[src/rtl/fsm_sym_decoder.sv]
// Symbol decoder: recovers bits from 3-chip symbols (110=1, 100=0), packs WORD_W-bit words; SYM_ERR_CNT_EN adds err_cnt/err_clr.
// Latency: word valid 1 cycle after its last stop chip; sym_err/overrun are registered one-cycle pulses.
// Backpressure: dout held while dout_valid && !dout_ready; a word completing then is dropped and flagged on overrun.
module fsm_sym_decoder #(
  parameter int WORD_W = 8
) (
  input  logic              clk,
  input  logic              rst,
  input  logic              din,
  output logic [WORD_W-1:0] dout,
  output logic              dout_valid,
  input  logic              dout_ready,
  output logic              sym_err,
  output logic              overrun
`ifdef SYM_ERR_CNT_EN
  ,
  input  logic              err_clr,
  output logic [7:0]        err_cnt
`endif
);

  localparam int CW = $clog2(WORD_W);

  typedef enum logic [1:0] {
    HUNT = 2'b00,
    DATA = 2'b01,
    STOP = 2'b10,
    ILL  = 2'b11
  } state_t;

  state_t            state, state_nxt;
  logic [WORD_W-1:0] shreg;
  logic [CW-1:0]     bit_cnt;
  logic              bit_q;

  logic              good_sym;
  logic              bad_sym;
  logic              word_done;
  logic              drop;
  logic              load;
  logic [WORD_W-1:0] word_nxt;

  always_comb begin
    state_nxt = state;
    good_sym  = 1'b0;
    bad_sym   = 1'b0;
    case (state)
      HUNT: if (din) state_nxt = DATA;
      DATA: state_nxt = STOP;
      STOP: begin
        // The stop chip is consumed here; a high stop is never reused as a start.
        state_nxt = HUNT;
        if (din) bad_sym  = 1'b1;
        else     good_sym = 1'b1;
      end
      default: state_nxt = HUNT;
    endcase
    word_nxt  = {shreg[WORD_W-2:0], bit_q};
    word_done = good_sym && (bit_cnt == CW'(WORD_W - 1));
    drop      = word_done && dout_valid && !dout_ready;
    load      = word_done && !drop;
  end

  always_ff @(posedge clk) begin
    if (!rst) begin
      state      <= HUNT;
      shreg      <= '0;
      bit_cnt    <= '0;
      bit_q      <= 1'b0;
      dout       <= '0;
      dout_valid <= 1'b0;
      sym_err    <= 1'b0;
      overrun    <= 1'b0;
    end else begin
      state   <= state_nxt;
      sym_err <= bad_sym;
      overrun <= drop;
      if (state == DATA) bit_q <= din;
      if (good_sym) begin
        shreg   <= word_nxt;
        bit_cnt <= word_done ? '0 : bit_cnt + 1'b1;
      end else if (bad_sym) begin
        bit_cnt <= '0;
      end
      // A load on the handshake edge keeps valid high for the new word.
      if (load) begin
        dout       <= word_nxt;
        dout_valid <= 1'b1;
      end else if (dout_ready) begin
        dout_valid <= 1'b0;
      end
    end
  end

`ifdef SYM_ERR_CNT_EN
  always_ff @(posedge clk) begin
    if (!rst) begin
      err_cnt <= 8'h00;
    end else if (err_clr) begin
      err_cnt <= bad_sym ? 8'h01 : 8'h00;
    end else if (bad_sym && (err_cnt != 8'hFF)) begin
      err_cnt <= err_cnt + 8'h01;
    end
  end
`endif

endmodule

[config.mk]
export PLATFORM = sky130hd
export DESIGN_NAME = fsm_sym_decoder
export DESIGN_NICKNAME = d
export VERILOG_FILES = /design/src/rtl/fsm_sym_decoder.sv
export SDC_FILE = /design/constraint.sdc
export NUM_CORES = 1
export LEC_CHECK = 0
export ABC_AREA = 1
export CORE_MARGIN = 5
export CORE_UTILIZATION = 54
export CTS_CLUSTER_DIAMETER = 30
export DETAILED_ROUTE_END_ITERATION = 12
export PLACE_DENSITY = 0.8
export SLEW_MARGIN = 40
export SYNTH_ARGS = -nofsm -noshare
export SYNTH_HDL_FRONTEND = slang
export SYNTH_SLANG_ARGS = --single-unit
[constraint.sdc]
create_clock -name clk -period 2.7 [get_ports clk]
set_input_delay 0.81 -clock clk [delete_from_list [all_inputs] [get_ports clk]]
set_output_delay 0.81 -clock clk [all_outputs]
set_load 0.05 [all_outputs]
==> results_dict.tcl <==
set metrics [dict create \
    rows 15 \
    crit_fanout 2 \
    clk_pin_slew_ns 0.13 \
    dp_hpwl_um 1320 \
    synth-xor-area-share 0 \
    startpoint_type "register" \
    clock_path_buffers 2 \
    cts_setup_buffers 0 \
    io_buffers 14 \
    synth_compound_area_frac 0.109 \
    p_leak_nw 0.425 \
    grt_first_pass_wirelength_um 2790 \
    setup_viol 0 \
    dieArea_um2 2740 \
    synth_cell_types 21 \
    num-nets-final 138 \
    vdd.ir_drop.worst_uv 325 \
    cts_root_buffer "clkbuf_4" \
    fin_skew_ns 0.00906 \
    antenna_found_initial 0 \
    slew_headroom 0.665 \
    synthesis.nets 124 \
    io-pin-count 15 \
    overflow 0 \
    cp_top_family "buffers and inverters" \
    grt_pass1_vias 675 \
    crit_slowest_cell "clkdlybuf4s50_1" \
    grt_start_max_net_pins 15 \
    hold_viol 0 \
    die_w_um 52.4 \
    synth_top_family_by_area "simple AND/OR/NAND/NOR gates" \
    fin_crit_sh 0.844 \
    syn_area_um2 968 \
    cts.sinks 24 \
    critPathBufInv 1 \
    initial_core_util 0.567 \
    h-tree-depth 1 \
    status "finished clean" \
    min_path_type "register to register" \
    timing.setup.tns_ns 0 \
    cp.arrival_ns 1.47 \
    vias_per_cell 4.89 \
    place_ws_ns 0.563 \
    grtUsageTotal 0.141 \
    antenna_cells 0 \
    drt_iter0_markers 19 \
    postCtsResizedCells 0 \
    drt-total-wl_um 1650 \
    cts_tree "yes" \
    clkLatencyLatePin_ns 0.31 \
    die_h_um 52.4 \
    yosys_register_bits 24 \
    worst_pin_slew_ns 0.501 \
    cts_buffers 3 \
    drc 0 \
    rsz0062_at_grt "false" \
    nFillCells 138 \
    drv_slew 0 \
    fmax_ghz 0.439 \
    cts-hold-fix-buffers 0 \
    post_drt_wl_per_cell_um 10.6 \
    vias 763 \
    ys_seq_area_frac 0.496 \
    synth_cells 118 \
    ant_nets 0 \
    synthAdderAreaFrac 0.0258 \
    drv_cap 0 \
    synthSimpleGateAreaFrac 0.264 \
    firstDrtPassIters 4 \
    power_density_nw_per_um2 510 \
    coreArea_um2 1710 \
    cp-end-kind "output port" \
    layout_common_cells "dfxtp_1 (24), nor2_1 (17), nand2_1 (14), clkdlybuf4s50_1 (14), inv_1 (13)" \
    critPathRequiredTime_ns 1.89 \
    worstPathCellList "clkdlybuf4s50_1" \
    period_needed_ns 2.28 \
    muxShareOfSynthArea 0 \
    slowest_delay_ns 0.81 \
    routabilityCongestion 0.782 \
    layout_commonest_cell "dfxtp_1" \
    fin_ws_ns 0.421 \
    drive_gt1_frac 0.107 \
    yosys_warnings 0 \
    syn_avg_cell_area_um2 8.21 \
    syn_to_final_growth_pct 17.8 \
    worstSetupPathType "register to output port" \
]
==> state kept, by name (all words and copies together) (netlist names) <==
register and cells:
bit_cnt 3, state 2, bit_q 1, sym_err 1
dout_valid 1, shreg 7, overrun 1, dout 8
==> final timing paths <==
kind | start | endpoint | slack, ns | cells after the start
worst max-delay path | dout_valid | dout_valid | 0.42 | 1
worst min-delay path | shreg[6] | shreg[6] | 0.47 | 2
worst max register to register | bit_cnt[0] | dout[6] | 1.28 | 6
worst min register to register | shreg[6] | shreg[6] | 0.47 | 2
==> power breakdown <==
part / switching [W] / leakage, nW / internal [W]
Combinational: 0.0000215 / 0.210 / 0.0000127
Clock: 0.000101 / 0.0210 / 0.0000824
Sequential: 0.00000403 / 0.194 / 0.000360
Total: 0.000127 / 0.425 / 0.000455
==> worst reg2reg max path: stages (launching register included) <==
cell,delay (ns)
dfxtp_1,0.36
ha_1,0.16
ha_1,0.38
nand3_4,0.16
nor2_8,0.15
nor2_1,0.05
nor2_1,0.10
==> area by class of cell <==
class	instances	area, um^2	area share
Timing Repair Buffer	15	148	0.129
Sequential cell	24	480	0.421
Tap cell	25	31.3	0.0274
Clock buffer	4	36.3	0.0318
Inverter	16	60.1	0.0526
Multi-Input combinational cell	72	385	0.338
==> stage by stage <==
| stage | hold slack (ns) | cells | power [W] | util | cell area, um^2 |
|---|---|---|---|---|---|
| finish | 0.467 | 156 | 0.000582 | 0.668 | 1140 |
| detailed placement | 0.453 | 152 | 0.000406 | 0.647 | 1100 |
| CTS | 0.470 | 156 | 0.000589 | 0.668 | 1140 |
| floorplan | 0.430 | 118 | 0.000397 | - | 968 |
| global placement | 0.457 | 152 | 0.000405 | 0.647 | 1100 |
| global route | 0.504 | 156 | 0.000610 | 0.668 | 1140 |
==> routing by layer <==
metal  track usage  up-vias  routed length (um)
met4         0.102        0                  47
met3        0.0256        5                  92
met1         0.160      334                 748
li1              -      406                   -
met2         0.233       18                 762
met5             0        -                   0
==> cell usage after synthesis, drive strengths merged <==
| library cell | instances | area, um^2 |
|---|---|---|
| dfxtp | 24 | 480 |
| nand4 | 8 | 50.1 |
| ha | 2 | 25.0 |
| nand2 | 16 | 65.1 |
| o21ai | 9 | 45.0 |
| nor3 | 2 | 10.0 |
| nand3 | 2 | 22.5 |
| buf | 5 | 37.5 |
| a21oi | 12 | 60.1 |
| clkbuf | 1 | 5.00 |
| nor4 | 1 | 6.26 |
| inv | 16 | 60.1 |
| nor2 | 20 | 101 |
==> cell families after synthesis <==
kind of cell | Yosys count
AO/OA/AOI/OAI | 21
buffers and inverters | 22
AND/OR/NAND/NOR | 49
flip-flops | 24
adder cells (fa/ha/maj) | 2
Note: power is estimated with default switching activity, not from simulation.
